File: src/rtl/ifetch_pkg.sv
// ifetch_pkg: shared types and constants for the instruction fetch unit.
//   state_t       - fetch FSM states (BOOT, FETCH, FAULT)
//   fetch_entry_t - one buffered fetch result {pc, instr}
//   INSTR_BYTES   - instruction size in bytes
package ifetch_pkg;
    localparam int unsigned INSTR_BYTES = 4;
    typedef enum logic [1:0] {BOOT, FETCH, FAULT} state_t;
    typedef struct packed {
        logic [31:0] pc;
        logic [31:0] instr;
    } fetch_entry_t;
endpackage

File: src/rtl/ifetch_if.sv
// ifetch_if: instruction-memory, redirect and decode-handshake bundle of the fetch unit.
//   imem_addr/imem_rd            - combinational instruction memory port
//   redirect_valid/redirect_pc   - branch/jump/trap redirect request
//   out_valid/out_ready          - decode handshake, out_instr/out_pc carry the head entry
//   fetch_fault                  - misaligned-redirect flag, only with IFETCH_MISALIGN_CHECK_EN
// master = fetch unit, slave = memory/decode/redirect side.
interface ifetch_if;
    import ifetch_pkg::*;
    logic [31:0] imem_addr;
    logic [31:0] imem_rd;
    logic        redirect_valid;
    logic [31:0] redirect_pc;
    logic        out_valid;
    logic        out_ready;
    logic [31:0] out_instr;
    logic [31:0] out_pc;
`ifdef IFETCH_MISALIGN_CHECK_EN
    logic        fetch_fault;
`endif
    modport master (
`ifdef IFETCH_MISALIGN_CHECK_EN
        output fetch_fault,
`endif
        output imem_addr, out_valid, out_instr, out_pc,
        input  imem_rd, redirect_valid, redirect_pc, out_ready
    );
    modport slave (
`ifdef IFETCH_MISALIGN_CHECK_EN
        input  fetch_fault,
`endif
        input  imem_addr, out_valid, out_instr, out_pc,
        output imem_rd, redirect_valid, redirect_pc, out_ready
    );
endinterface

File: src/rtl/ifetch_buf.sv
// ifetch_buf: 2-entry output FIFO of fetch entries, head held in a register.
//   clk, rst_n - clock, asynchronous active-low reset
//   i_push     - write i_entry behind the current contents
//   i_pop      - drop the head entry (caller guarantees o_count != 0)
//   i_flush    - empty the FIFO, overrides push and pop
//   o_head     - head entry, o_count - occupancy 0..2
module ifetch_buf
    import ifetch_pkg::*;
(
    input  logic         clk,
    input  logic         rst_n,
    input  logic         i_push,
    input  logic         i_pop,
    input  logic         i_flush,
    input  fetch_entry_t i_entry,
    output fetch_entry_t o_head,
    output logic [1:0]   o_count
);
    fetch_entry_t r_e0, r_e1;
    logic [1:0]   r_count;
    logic [1:0]   w_cnt_pop;
    // Shift organisation: r_e0 is always the head, so a push lands in the
    // slot indexed by the occupancy left after this cycle's pop.
    assign w_cnt_pop = r_count - {1'b0, i_pop};
    always_ff @(posedge clk or negedge rst_n) begin
        if (!rst_n) begin
            r_e0    <= '0;
            r_e1    <= '0;
            r_count <= '0;
        end else if (i_flush) begin
            r_count <= '0;
        end else begin
            if (i_pop) r_e0 <= r_e1;
            if (i_push) begin
                if (w_cnt_pop[0]) r_e1 <= i_entry;
                else              r_e0 <= i_entry;
            end
            r_count <= w_cnt_pop + {1'b0, i_push};
        end
    end
    assign o_head  = r_e0;
    assign o_count = r_count;
endmodule

File: src/rtl/ifetch.sv
// ifetch: instruction fetch unit - owns the PC and the BOOT/FETCH/FAULT FSM,
// feeds a 2-entry buffer towards decode.
//   clk, rst_n - clock, asynchronous active-low reset
//   bus        - ifetch_if.master (imem port, redirect, decode handshake)
// Parameters: MEM_SIZE (words, PC wraps at MEM_SIZE*4), RESET_PC.
// Macro IFETCH_MISALIGN_CHECK_EN: misaligned redirects enter FAULT and raise
// fetch_fault; without it the low two redirect bits are ignored.
module ifetch
    import ifetch_pkg::*;
#(
    parameter int unsigned MEM_SIZE = 1024,
    parameter logic [31:0] RESET_PC = 32'h0000_0000
) (
    input logic      clk,
    input logic      rst_n,
    ifetch_if.master bus
);
    localparam logic [31:0] PC_LAST = 32'(MEM_SIZE * INSTR_BYTES - INSTR_BYTES);
    state_t       r_state, w_state_nxt;
    logic [31:0]  r_pc, w_pc_nxt, w_redir_pc;
    logic         w_bad, w_push, w_pop, w_valid;
    logic [1:0]   w_count;
    fetch_entry_t w_head, w_entry;
    assign w_redir_pc = bus.redirect_pc & 32'hFFFF_FFFC;
`ifdef IFETCH_MISALIGN_CHECK_EN
    assign w_bad = bus.redirect_valid && (bus.redirect_pc[1:0] != 2'b00);
    assign bus.fetch_fault = (r_state == FAULT);
`else
    assign w_bad = 1'b0;
`endif
    assign w_valid = (w_count != 2'd0);
    assign w_pop   = w_valid && bus.out_ready;
    assign w_push  = (r_state == FETCH) && !bus.redirect_valid && (w_count < 2'd2 || w_pop);
    assign w_entry = '{pc: r_pc, instr: bus.imem_rd};
    always_comb begin
        w_state_nxt = (r_state == BOOT) ? FETCH :
                      w_bad ? FAULT :
                      bus.redirect_valid ? FETCH : r_state;
        // A faulting redirect leaves the PC where it was so imem_addr holds in FAULT.
        w_pc_nxt = (bus.redirect_valid && !w_bad) ? w_redir_pc :
                   !w_push ? r_pc :
                   (r_pc == PC_LAST) ? 32'h0 : r_pc + 32'(INSTR_BYTES);
    end
    always_ff @(posedge clk or negedge rst_n) begin
        if (!rst_n) begin
            r_state <= BOOT;
            r_pc    <= RESET_PC;
        end else begin
            r_state <= w_state_nxt;
            r_pc    <= w_pc_nxt;
        end
    end
    ifetch_buf u_buf (
        .clk     (clk),
        .rst_n   (rst_n),
        .i_push  (w_push),
        .i_pop   (w_pop),
        .i_flush (bus.redirect_valid),
        .i_entry (w_entry),
        .o_head  (w_head),
        .o_count (w_count)
    );
    assign bus.imem_addr = r_pc;
    assign bus.out_valid = w_valid;
    assign bus.out_instr = w_head.instr;
    assign bus.out_pc    = w_head.pc;
endmodule

File: src/flat_wrapper.sv
// flat-port wrapper written by rule: the top's interface ports become plain ports
module ifetch_flat import ifetch_pkg::*;
#(
    parameter int unsigned MEM_SIZE = 1024,
    parameter logic [31:0] RESET_PC = 32'h0000_0000
)
  (clk, rst_n, bus_imem_addr, bus_out_valid, bus_out_instr, bus_out_pc, bus_imem_rd, bus_redirect_valid, bus_redirect_pc, bus_out_ready);
  ifetch_if bus_i ();
  input logic clk;
  input logic rst_n;
  output wire logic [$bits(bus_i.imem_addr)-1:0] bus_imem_addr;
  output wire logic [$bits(bus_i.out_valid)-1:0] bus_out_valid;
  output wire logic [$bits(bus_i.out_instr)-1:0] bus_out_instr;
  output wire logic [$bits(bus_i.out_pc)-1:0] bus_out_pc;
  input wire logic [$bits(bus_i.imem_rd)-1:0] bus_imem_rd;
  input wire logic [$bits(bus_i.redirect_valid)-1:0] bus_redirect_valid;
  input wire logic [$bits(bus_i.redirect_pc)-1:0] bus_redirect_pc;
  input wire logic [$bits(bus_i.out_ready)-1:0] bus_out_ready;
  assign bus_imem_addr = bus_i.imem_addr;
  assign bus_out_valid = bus_i.out_valid;
  assign bus_out_instr = bus_i.out_instr;
  assign bus_out_pc = bus_i.out_pc;
  assign bus_i.imem_rd = bus_imem_rd;
  assign bus_i.redirect_valid = bus_redirect_valid;
  assign bus_i.redirect_pc = bus_redirect_pc;
  assign bus_i.out_ready = bus_out_ready;
  ifetch #(.MEM_SIZE(MEM_SIZE), .RESET_PC(RESET_PC)) u_core (.clk(clk), .rst_n(rst_n), .bus(bus_i));
endmodule
File: config.mk
export PLATFORM = sky130hd
export DESIGN_NAME = ifetch_flat
export DESIGN_NICKNAME = d
export VERILOG_FILES = /design/src/rtl/ifetch_pkg.sv /design/src/rtl/ifetch_if.sv /design/src/rtl/ifetch_buf.sv /design/src/rtl/ifetch.sv /design/src/flat_wrapper.sv
export SDC_FILE = /design/constraint.sdc
export NUM_CORES = 1
export LEC_CHECK = 0
export ABC_CLOCK_PERIOD_IN_PS = 3000
export CORE_MARGIN = 4
export CORE_UTILIZATION = 45
export CTS_CLUSTER_SIZE = 20
export DETAILED_ROUTE_END_ITERATION = 6
export PLACE_DENSITY_LB_ADDON = 0.25
export SYNTH_ARGS = -nofsm -noshare
export SYNTH_HDL_FRONTEND = slang
export SYNTH_SLANG_ARGS = --single-unit
File: constraint.sdc
create_clock -name clk -period 3 [get_ports clk]
set_input_delay 0.6 -clock clk [delete_from_list [all_inputs] [get_ports clk]]
set_output_delay 0.6 -clock clk [all_outputs]
set_load 0.02 [all_outputs]
==> results of run 1 <==
metrics by stage:
stage	hold slack, ns	setup slack [ns]	instances
finish	0.163	0.474	1053
global route	0.195	0.314	1053
CTS	0.176	0.498	1053
detailed placement	0.487	0.221	1021
global placement	0.482	0.284	1021
floorplan	0.304	0.591	676
layout by cell type (no fill, tap or decap), types with 3 or more instances in the layout:
cell type	n
nor2_1	92
clkbuf_8	4
o22ai_1	29
or3_1	3
mux2i_1	37
a2bb2oi_1	7
clkinvlp_4	3
clkinv_2	3
o21ai_0	22
or2_2	3
a31oi_1	12
buf_4	14
nor4_1	5
or4_1	3
nand2_1	22
nor3_1	12
xnor2_1	4
nand3_1	13
and4_1	4
xor2_1	5
mux2_2	64
ha_1	3
conb_1	3
inv_1	10
nand4_1	5
clkbuf_16	17
clkdlybuf4s50_1	159
dfrtp_1	159
buf_12	4
a21oi_1	80
critical path, stage by stage, from the launching register on:
cell	delay [ns]
dfrtp_1	0.49
ha_1	0.21
nand3_1	0.13
or3_1	0.56
o31ai_2	0.60
nor3_1	0.10
a211oi_1	0.25
a21oi_1	0.06
kinds of logic (layout without fill, tap and decap cells):
logic type	Yosys count	count (layout)	share of synthesized area
xor gates and xnor gates	9	9	0.0108
AOI/OAI and AO/OA	158	158	0.122
other	2	3	0.00103
muxes	101	101	0.149
buffers and inverters	60	221	0.0427
DFF	159	159	0.545
and+or+nand+nor	183	183	0.124
adders and majority gates	3	3	0.00514
layout make-up:
| class | count | share of cell area |
|---|---|---|
| timing repair buffer | 178 | 0.184 |
| tap | 216 | 0.0278 |
| multi-input combinational | 457 | 0.313 |
| sequential | 159 | 0.409 |
| clock buffer | 23 | 0.0502 |
| inverter | 11 | 0.00425 |
| clock inverter | 9 | 0.0109 |
registers in the layout, summed over array words and instances (netlist names):
register              count
u_core.u_buf.o_count      2
u_core.u_buf.r_e1        62
u_core.bus.imem_addr     30
u_core.r_state            1
u_core.u_buf.o_head      64
report_power, final:
part	total [W]	internal [W]	switching (W)
clock	0.00214	0.00131	0.000828
combinational	0.00343	0.00174	0.00169
sequential	0.00356	0.00302	0.000544
total	0.00913	0.00607	0.00306
worst paths after layout:
path	to	slack, ns	cells past startpoint
setup / recovery	u_core.bus.imem_addr[24]$_DFFE_PN0P_	0.47	7
hold / removal	u_core.u_buf.r_e1[50]$_DFFE_PN0P_	0.16	1
setup reg to reg	u_core.bus.imem_addr[24]$_DFFE_PN0P_	0.47	7
hold reg to reg	u_core.u_buf.o_head[33]$_DFFE_PN0N_	0.50	2
max in group asynchronous	u_core.bus.imem_addr[6]$_DFFE_PN0P_	2.05	2
min in group clk	u_core.u_buf.o_head[33]$_DFFE_PN0N_	0.50	2
per-layer routing:
| layer | up-vias | global-route usage |
|---|---|---|
| met3 | 27 | 0.0617 |
| met2 | 176 | 0.356 |
| met5 | - | 0 |
| met1 | 2858 | 0.279 |
| li1 | 2707 | - |
| met4 | 0 | 0.0711 |
==> key figures, run 1 <==
Placement
  • Gpl congestion: 0.809
  • Placed cell areas: 9130 sq um
  • Post-DP HPWL: 13100 um
  • Port Buffer Count: 160

Floorplan
  • Die Ht: 135 um
  • Row count: 46
  • Core area: 15900 sq um
  • Die width: 135 um
  • I/O pins: 165
  • Full die area: 18300 sq um
  • Initial Util: 0.460

Drt
  • Vias per cell: 5.48
  • WL final: 19000 um
  • Metal2 WL: 9360 um
  • DR DRC count: 0
  • DRT Pass-1 Iters: 5
  • Met1 Routed Length: 8060 um
  • Antenna-violating nets left: 0
  • Max layer used: met4
  • Total number of vias: 5768
  • Starting DRT DRC Count: 345
  • Wire per inst: 18.0 um
  • Met3 WL: 1210 um

Power
  • Pleak: 3.88 nW
  • Worst VDD drop: 0.592 mV
  • Total power: 0.00913 W
  • Power Density: 939 nW/um^2

GRT
  • Largest net degree at the start of global routing: 65
  • First-pass GRT wire length: 31700 um
  • Vias in the first global route: 6250
  • Grt total ovfl: 0
  • Initial antenna violation count: 0
  • Tot GR Track Use: 0.217

Clock tree
  • # resized after CTS: 0
  • CTS Hold Buffers Added: 0
  • Clock Sinks: 159
  • Clock Tree Buf Depth: 2
  • Clock slew at reported path FFs: 0.06 ns
  • H-tree lvl count: 4
  • Root Buffer: clkbuf_16
  • Clk_lat worst skew: 0.42 ns
  • CTS tree: yes
  • Post-CTS setup repair buffer count: 0
  • Num CTS Buffers: 17

Critical path
  • RR Startpoint: u_core.bus.imem_addr[2]$_DFFE_PN0P_
  • Crit path DAT: 2.82 ns
  • CP required: 3.30 ns
  • Worst Setup End Kind: register
  • Crit path kind: reg -> reg
  • Worst Path Max Fanout: 9
  • Critical Path Source: u_core.bus.imem_addr[2]$_DFFE_PN0P_
  • Startpoint types: register

Yosys
  • Register area share after synthesis: 0.545
  • Cells after Synth: 675
  • Top post-synthesis cells by area: dfrtp_1 (54%), mux2_2 (9.9%), a21oi_1 (5.5%)
  • Yosys cell types: 49
  • Ys Warns: 0
  • Post-synth top area share: 0.545
  • Synthesized area: 7300 sq um
  • #FFs+latches synth: 159
  • Syn avg cell area: 10.8 sq um
  • Synth area leader: dfrtp_1
  • Ys async rst share: 1.00
  • Top cells by count, synth: dfrtp_1 (159), nor2_1 (93), a21oi_1 (80)
  • Count leader, synth: dfrtp_1
  • Post-synth EDFFs: 0
  • Most used flip-flop cell after synthesis: dfrtp_1

Final layout
  • Final #Nets: 895
  • Finished Cell Area: 9720 sq um
  • Core Util, Final: 0.612
  • FF+latch area: 3980 sq um
  • Filler Cell Count: 1328
  • Layout cell share with drive strength beyond 1: 0.158
  • Multi-input logic area: 3050 sq um
  • N_diodes: 0
  • Area grow syn2layout: 33.1%

Job
  • Max-cap violations: 0

STA
  • Final Skew: 0.00721 ns
  • Worst rel slew slack: 0.549
  • Max Fclk: 0.396 GHz
  • Unrepaired setup endpoints after global routing: no
  • Final setup viols: 0
  • Hold Fails Final Rpt: 0
  • Period utilization: 0.842
  • Sum Neg Setup Slack: 0 ns
  • Fin crit period: 2.53 ns
  • Fin. max-slew vios: 0
  • Worst-Margin Slew: 0.677 ns

Hold path
  • Worst min path class: in -> async

Status
  • Status: finished, final reports clean
No activity file was read; power rests on OpenSTA's default activity.
==> run 2, diff against run 1 <==
--- a/config.mk
+++ b/config.mk
@@ -5,7 +5,7 @@
 export SDC_FILE = /design/constraint.sdc
 export NUM_CORES = 1
 export LEC_CHECK = 0
-export ABC_CLOCK_PERIOD_IN_PS = 3000
+export ABC_CLOCK_PERIOD_IN_PS = 2100
 export CORE_MARGIN = 4
 export CORE_UTILIZATION = 45
 export CTS_CLUSTER_SIZE = 20
==> constraint.sdc (replaced) <==
create_clock -name clk -period 2.1 [get_ports clk]
set_input_delay 0.42 -clock clk [delete_from_list [all_inputs] [get_ports clk]]
set_output_delay 0.42 -clock clk [all_outputs]
set_load 0.02 [all_outputs]
==> run 2 against run 1 <==
- routed wire length rose by 7.7%
- global-route usage rose by 0.89 points
- register-to-register slack got worse by 0.42 ns
- utilization grew 5.2 points
- count of clock-buffer cells in the layout decreased by 4
- worst hold slack improved by 0.34 ns
- final cell count is 6.3% higher
- via count increased by 5.7%
- worst setup slack got worse by 0.44 ns
- highest routed layer unchanged
==> key figures, run 2 (synthesis gave the netlist of run 1 again) <==
STA
  • Unrepaired setup endpoints after global routing: yes (was no)
  • Max Fclk: 0.485 GHz
  • Final Skew: 0.00594 ns (was 0.00721 ns)
  • Period utilization: 0.983
  • Final setup viols: 0 (unchanged)
  • Fin. max-slew vios: 0 (unchanged)
  • Hold Fails Final Rpt: 0 (unchanged)
  • Fin crit period: 2.06 ns
  • Sum Neg Setup Slack: 0 ns (unchanged)

Clock tree
  • Clk_lat worst skew: 0.42 ns (about the same)
  • Num CTS Buffers: 17 (unchanged)
  • Clock Sinks: 159 (unchanged)
  • Clock slew at reported path FFs: 0.06 ns (about the same)
  • Root Buffer: clkbuf_16 (unchanged)
  • Clock Tree Buf Depth: 2 (unchanged)
  • H-tree lvl count: 4 (unchanged)
  • CTS tree: yes (unchanged)

Drt
  • Starting DRT DRC Count: 461 (was 345)
  • DRT Pass-1 Iters: 5 (unchanged)
  • Vias per cell: 5.45 (was 5.48)
  • DR DRC count: 0 (unchanged)
  • WL final: 20400 um (was 19000 um)
  • Total number of vias: 6096 (was 5768)
  • Wire per inst: 18.2 um (was 18.0 um)
  • Antenna-violating nets left: 0 (unchanged)

Status
  • Status: finished, final reports clean (unchanged)

Critical path
  • Worst reg-to-reg path cell count: 9 (was 7)
  • CP required: 1.68 ns (was 3.30 ns)
  • Crit path DAT: 1.64 ns (was 2.82 ns)
  • Worst Path Max Fanout: 3 (was 9)
  • RR Startpoint: u_core.bus.imem_addr[23]$_DFFE_PN0P_ (was u_core.bus.imem_addr[2]$_DFFE_PN0P_)
  • Critical R2R Capture: u_core.bus.imem_addr[28]$_DFFE_PN0P_ (was u_core.bus.imem_addr[24]$_DFFE_PN0P_)
  • R2R Setup Slk: 0.05 ns (was 0.47 ns)
  • Worst Setup End Kind: output pin (was register)
  • Startpoint types: register (unchanged)
  • Crit path kind: reg -> out (was reg -> reg)

Power
  • Pleak: 4.36 nW (was 3.88 nW)
  • Power Density: 1300 nW/um^2 (was 939 nW/um^2)
  • Worst VDD drop: 0.740 mV (was 0.592 mV)

GRT
  • Largest net degree at the start of global routing: 52 (was 65)
  • First-pass GRT wire length: 32700 um (was 31700 um)
  • Grt total ovfl: 0 (unchanged)
  • Tot GR Track Use: 0.226 (was 0.217)
  • Vias in the first global route: 6393 (was 6250)
  • Initial antenna violation count: 0 (unchanged)

Final layout
  • FF+latch area: 3980 sq um (about the same)
  • Most common cell after layout, fill and taps aside: clkdlybuf4s50_1
  • Final #Nets: 962 (was 895)
  • Max FFs per register: 64 (unchanged)
  • Core Util, Final: 0.664 (was 0.612)
  • Multi-input logic area: 3180 sq um (was 3050 sq um)
  • N_diodes: 0 (unchanged)
  • Most frequent cells in the layout: clkdlybuf4s50_1 (156), dfrtp_1 (155), nor2_1 (92), a21oi_1 (79), buf_4 (66) (was clkdlybuf4s50_1 (159), dfrtp_1 (159), nor2_1 (92), a21oi_1 (80), mux2_2 (64))
  • Layout cell share with drive strength beyond 1: 0.240 (was 0.158)
  • Filler Cell Count: 1244 (was 1328)
  • Area grow syn2layout: 44.3% (was 33.1%)

Hold path
  • Hold endpoint: u_core.u_buf.o_head[33]$_DFFE_PN0N_
  • Hold Crit Depth: 2
  • Hold_sp: u_core.u_buf.o_head[33]$_DFFE_PN0N_
  • Worst min path class: reg -> reg (was in -> async)

Floorplan
  • Initial Util: 0.460 (unchanged)
  • Row count: 46 (unchanged)
  • Die width: 135 um (unchanged)
  • Core area: 15900 sq um (unchanged)
  • I/O pins: 165 (unchanged)
  • Full die area: 18300 sq um (unchanged)
  • Die Ht: 135 um (unchanged)

Placement
  • Port Buffer Count: 160 (unchanged)
  • Gpl congestion: 0.845 (was 0.809)
  • Post-DP HPWL: 14000 um (was 13100 um)

Job
  • Max-cap violations: 0 (unchanged)
run 2: changes by cell type in the layout (fill, tap and decap cells not counted), sizes merged, moves of 2 or more:
cell / change
bufinv: +2
clkinvlp: -3
buf: +65
clkdlybuf4s50: -3
clkinv: +5
clkbuf: -4
dlymetal6s2s: +3
run 2: cell type report:
type                            count  share of cell area
Clock buffer                       19              0.0420
Clock inverter                     12              0.0159
Inverter                           11             0.00392
Multi-Input combinational cell    457               0.302
Sequential cell                   159               0.378
Tap cell                          216              0.0256
Timing Repair Buffer              245               0.233
run 2: layer usage:
layer	global-route usage	share of wire	vias to the layer above
met1	0.291	0.43	3030
li1	-	-	2850
met5	0	0	-
met4	0.0610	0.013	0
met3	0.0643	0.064	22
met2	0.377	0.50	194
run 2: worst max-delay path by stage:
stage / cells past startpoint / endpoint / slack [ns] / startpoint
2_1_floorplan: 7 / u_core.bus.imem_addr[11]$_DFFE_PN0P_ / -0.04 / u_core.bus.imem_addr[14]$_DFFE_PN0P_
3_3_place_gp: 7 / u_core.u_buf.r_e1[51]$_DFFE_PN0P_ / -0.23 / bus_out_ready
3_5_place_dp: 7 / u_core.u_buf.r_e1[10]$_DFFE_PN0P_ / -0.28 / bus_out_ready
4_1_cts: 8 / u_core.u_buf.r_e1[26]$_DFFE_PN0P_ / 0.006 / u_core.u_buf.o_count[1]$_DFF_PN0_
5_1_grt: 9 / u_core.bus.imem_addr[28]$_DFFE_PN0P_ / -0.08 / u_core.bus.imem_addr[23]$_DFFE_PN0P_
6_report: 2 / bus_out_valid / 0.04 / u_core.u_buf.o_count[1]$_DFF_PN0_
run 2: timing repair:
| action | CTS | global route |
|---|---|---|
| hold buffers | 1 | 0 |
| setup endpoints to repair | 51 | 82 |
| setup buffers | 2 | 4 |
| pin swaps | 3 | 6 |
| resized for setup | 7 | 33 |
| endpoints found under the hold margin | 47 | 0 |
| cloned | 2 | 0 |
run 2: critical path, cell delays in order, from the launching register on:
cell	delay (ns)
dfrtp_1	0.40
or2_4	0.24
clkdlybuf4s50_1	0.57
run 2: power by group:
group	internal, W	total, W	switching, W
clock	0.00200	0.00323	0.00122
sequential	0.00431	0.00503	0.000721
combinational	0.00284	0.00549	0.00265
total	0.00916	0.0138	0.00459
run 2: per-stage QoR:
| stage | total power, W | area [sq um] | worst slack [ns] | hold WS, ns | cells |
|---|---|---|---|---|---|
| 4_1_cts | 0.0138 | 10400 | 0.00606 | 0.504 | 1115 |
| 3_3_place_gp | 0.0101 | 9670 | -0.229 | 0.405 | 1079 |
| 5_1_grt | 0.0145 | 10500 | -0.0758 | 0.518 | 1119 |
| 3_5_place_dp | 0.0104 | 9670 | -0.281 | 0.407 | 1079 |
| 6_report | 0.0138 | 10500 | 0.0362 | 0.502 | 1119 |
| 2_1_floorplan | 0.00796 | 7390 | -0.0397 | 0.124 | 676 |
==> run 3, diff against run 2 <==
--- a/config.mk
+++ b/config.mk
@@ -7,7 +7,7 @@
 export LEC_CHECK = 0
 export ABC_CLOCK_PERIOD_IN_PS = 2100
 export CORE_MARGIN = 4
-export CORE_UTILIZATION = 45
+export CORE_UTILIZATION = 35
 export CTS_CLUSTER_SIZE = 20
 export DETAILED_ROUTE_END_ITERATION = 6
 export PLACE_DENSITY_LB_ADDON = 0.25
==> run 3 against run 2 <==
- flip-flop and latch count unchanged
- non-clock buffer count increased by 12
- worst hold slack got worse by 0.056 ns
- first-iteration DRC count decreased by 38%
- die area increased by 27%
- clock power about the same
- register-to-register slack improved by 0.03 ns
- final cell count increased by 6.0%
- final area increased by 1.6%
- combinational power increased by 1%
- critical path type unchanged
- utilization decreased by 14 points
- count of clock-buffer cells in the layout decreased by 1
==> key figures, run 3 (synthesis gave the netlist of run 1 again) <==
Critical path
  • Cell family with most CP delay: buffers and inverters (unchanged)
  • Critical path buffers and inverters: 2 (was 1)
  • Startpoint types: register (unchanged)
  • Crit path DAT: 1.64 ns (about the same)
  • Worst Path Max Fanout: 8 (was 3)
  • R2R Setup Slk: 0.08 ns (was 0.05 ns)
  • Critical Path, Cell by Cell: buf_4 -> clkdlybuf4s50_1 (was or2_4 -> clkdlybuf4s50_1)
  • Crit path kind: reg -> out (unchanged)
  • Critical Path Source: u_core.bus.imem_addr[12]$_DFFE_PN0P_ (was u_core.u_buf.o_count[1]$_DFF_PN0_)
  • RR Startpoint: u_core.bus.imem_addr[2]$_DFFE_PN0P_ (was u_core.bus.imem_addr[23]$_DFFE_PN0P_)
  • Worst Setup End Kind: output pin (unchanged)
  • CP required: 1.68 ns (about the same)
  • Max incr delay on CP: 0.61 ns (was 0.57 ns)
  • Crit path max-delay cell type: clkdlybuf4s50_1 (unchanged)

Placement
  • Placed cell areas: 9880 sq um (was 9670 sq um)
  • Port Buffer Count: 160 (unchanged)
  • Post-DP HPWL: 14300 um (was 14000 um)
  • Gpl congestion: 0.855 (was 0.845)

Floorplan
  • Full die area: 23200 sq um (was 18300 sq um)
  • Die width: 152 um (was 135 um)
  • Row count: 52 (was 46)
  • Core area: 20400 sq um (was 15900 sq um)
  • Die Ht: 152 um (was 135 um)
  • I/O pins: 165 (unchanged)
  • Initial Util: 0.359 (was 0.460)

Clock tree
  • Clock slew at reported path FFs: 0.07 ns (was 0.06 ns)
  • Num CTS Buffers: 17 (unchanged)
  • CTS tree: yes (unchanged)
  • Clk_lat worst skew: 0.42 ns (about the same)
  • H-tree lvl count: 4 (unchanged)
  • Clock Sinks: 159 (unchanged)
  • Root Buffer: clkbuf_16 (unchanged)
  • Clock Tree Buf Depth: 2 (unchanged)

Power
  • Comb pwr share: 0.403 (was 0.399)
  • Register share of total power: 0.362 (was 0.366)
  • Power Density: 1280 nW/um^2 (was 1300 nW/um^2)
  • Internal power: 0.00912 W (was 0.00916 W)
  • Clock Power Share: 0.234 (was 0.235)
  • Switching Power: 0.00463 W (was 0.00459 W)
  • Total power: 0.0137 W (was 0.0138 W)
  • Net Sw Frac: 0.337 (was 0.334)
  • Pleak: 4.37 nW (was 4.36 nW)
  • Worst VDD drop: 0.695 mV (was 0.740 mV)

GRT
  • Largest net degree at the start of global routing: 64 (was 52)
  • First-pass GRT wire length: 32600 um (was 32700 um)
  • Vias in the first global route: 6083 (was 6393)
  • Tot GR Track Use: 0.172 (was 0.226)
  • Initial antenna violation count: 0 (unchanged)
  • Grt total ovfl: 0 (unchanged)

Hold path
  • Worst min path class: in -> async (was reg -> reg)

STA
  • Final setup viols: 0 (unchanged)
  • Max Fclk: 0.485 GHz (about the same)
  • Fin. max-slew vios: 0 (unchanged)
  • Period utilization: 0.981 (was 0.983)
  • Final Skew: 0.00942 ns (was 0.00594 ns)
  • Unrepaired setup endpoints after global routing: yes (unchanged)
  • Worst hold slack: 0.446 ns (was 0.502 ns)
  • Fin crit period: 2.06 ns (about the same)
  • Sum Neg Setup Slack: 0 ns (unchanged)
  • Hold Fails Final Rpt: 0 (unchanged)

Drt
  • DR DRC count: 0 (unchanged)
  • DRT Pass-1 Iters: 4 (was 5)
  • Total number of vias: 5980 (was 6096)
  • Antenna-violating nets left: 0 (unchanged)
  • WL final: 20500 um (was 20400 um)
  • Vias per cell: 5.04 (was 5.45)
  • Wire per inst: 17.3 um (was 18.2 um)
  • Starting DRT DRC Count: 287 (was 461)

Final layout
  • Most frequent cells in the layout: clkdlybuf4s50_1 (156), dfrtp_1 (154), nor2_1 (92), a21oi_1 (80), buf_4 (74) (was clkdlybuf4s50_1 (156), dfrtp_1 (155), nor2_1 (92), a21oi_1 (79), buf_4 (66))
  • Core Util, Final: 0.526 (was 0.664)
  • N_diodes: 0 (unchanged)
  • Max FFs per register: 64 (unchanged)
  • Area grow syn2layout: 46.6% (was 44.3%)
  • Most common cell after layout, fill and taps aside: clkdlybuf4s50_1 (unchanged)
  • Layout cell share with drive strength beyond 1: 0.249 (was 0.240)
  • Final #Nets: 974 (was 962)
  • Finished Cell Area: 10700 sq um (was 10500 sq um)

Status
  • Status: finished, final reports clean (unchanged)

Job
  • Max-cap violations: 0 (unchanged)
==> run 3: power by group through the flow <==
stage / Clock, W / Combinational (W) / Sequential, W
after floorplan: 0 / 0.00228 / 0.00567
after global placement: 0 / 0.00537 / 0.00498
after detailed placement: 0 / 0.00544 / 0.00501
after CTS: 0.00331 / 0.00546 / 0.00497
after global routing: 0.00347 / 0.00599 / 0.00513
final: 0.00322 / 0.00555 / 0.00498
==> run 3: worst reg2reg max path: stages (launching register included) <==
cell	delay [ns]
dfrtp_2	0.37
ha_2	0.19
nand3_2	0.10
or3_4	0.40
o31ai_2	0.28
buf_4	0.20
nor3_1	0.05
a211oi_1	0.24
a21oi_1	0.07
==> run 3: final cells by class <==
type | instances | area, sq um
clock buffer | 18 | 429
tap | 270 | 338
fill | 1861 | 9660
clock inverter | 14 | 183
timing repair buffer | 257 | 2570
sequential | 159 | 3990
multi-input combinational | 457 | 3160
inverter | 11 | 41.3
==> run 3: timing repair <==
| item | CTS | global route |
|---|---|---|
| gates resized for setup | 3 | 26 |
| setup buffers | 0 | 3 |
| hold endpoints to repair | 27 | 0 |
| endpoints found under the setup margin | 13 | 101 |
| cloned | 0 | 3 |
| hold buffers | 1 | 0 |
| pin swaps | 1 | 10 |
==> run 3: per-layer routing <==
layer / share of wire / GRT usage / up-vias
met3: 0.063 / 0.0585 / 16
met4: 0.0094 / 0.0348 / 0
met5: 0 / 0 / -
met1: 0.45 / 0.230 / 2943
met2: 0.48 / 0.276 / 154
li1: - / - / 2867
==> run 3: worst paths after layout <==
path                                                             end  cells past startpoint
min in group clk                 u_core.u_buf.o_head[33]$_DFFE_PN0N_                      2
max in group asynchronous          u_core.u_buf.r_e1[27]$_DFFE_PN0P_                      3
worst max register to register  u_core.bus.imem_addr[24]$_DFFE_PN0P_                      8
worst min-delay path             u_core.u_buf.o_head[46]$_DFFE_PN0N_                      2
worst min register to register   u_core.u_buf.o_head[33]$_DFFE_PN0N_                      2
worst max-delay path                               bus_imem_addr[12]                      2
==> run 3: per-stage QoR <==
stage                     setup WS, ns  cells
after CTS                      0.00562   1180
after global placement          -0.194   1147
after detailed placement        -0.246   1147
after global routing           -0.0281   1186
after floorplan                -0.0397    676
final                           0.0389   1186
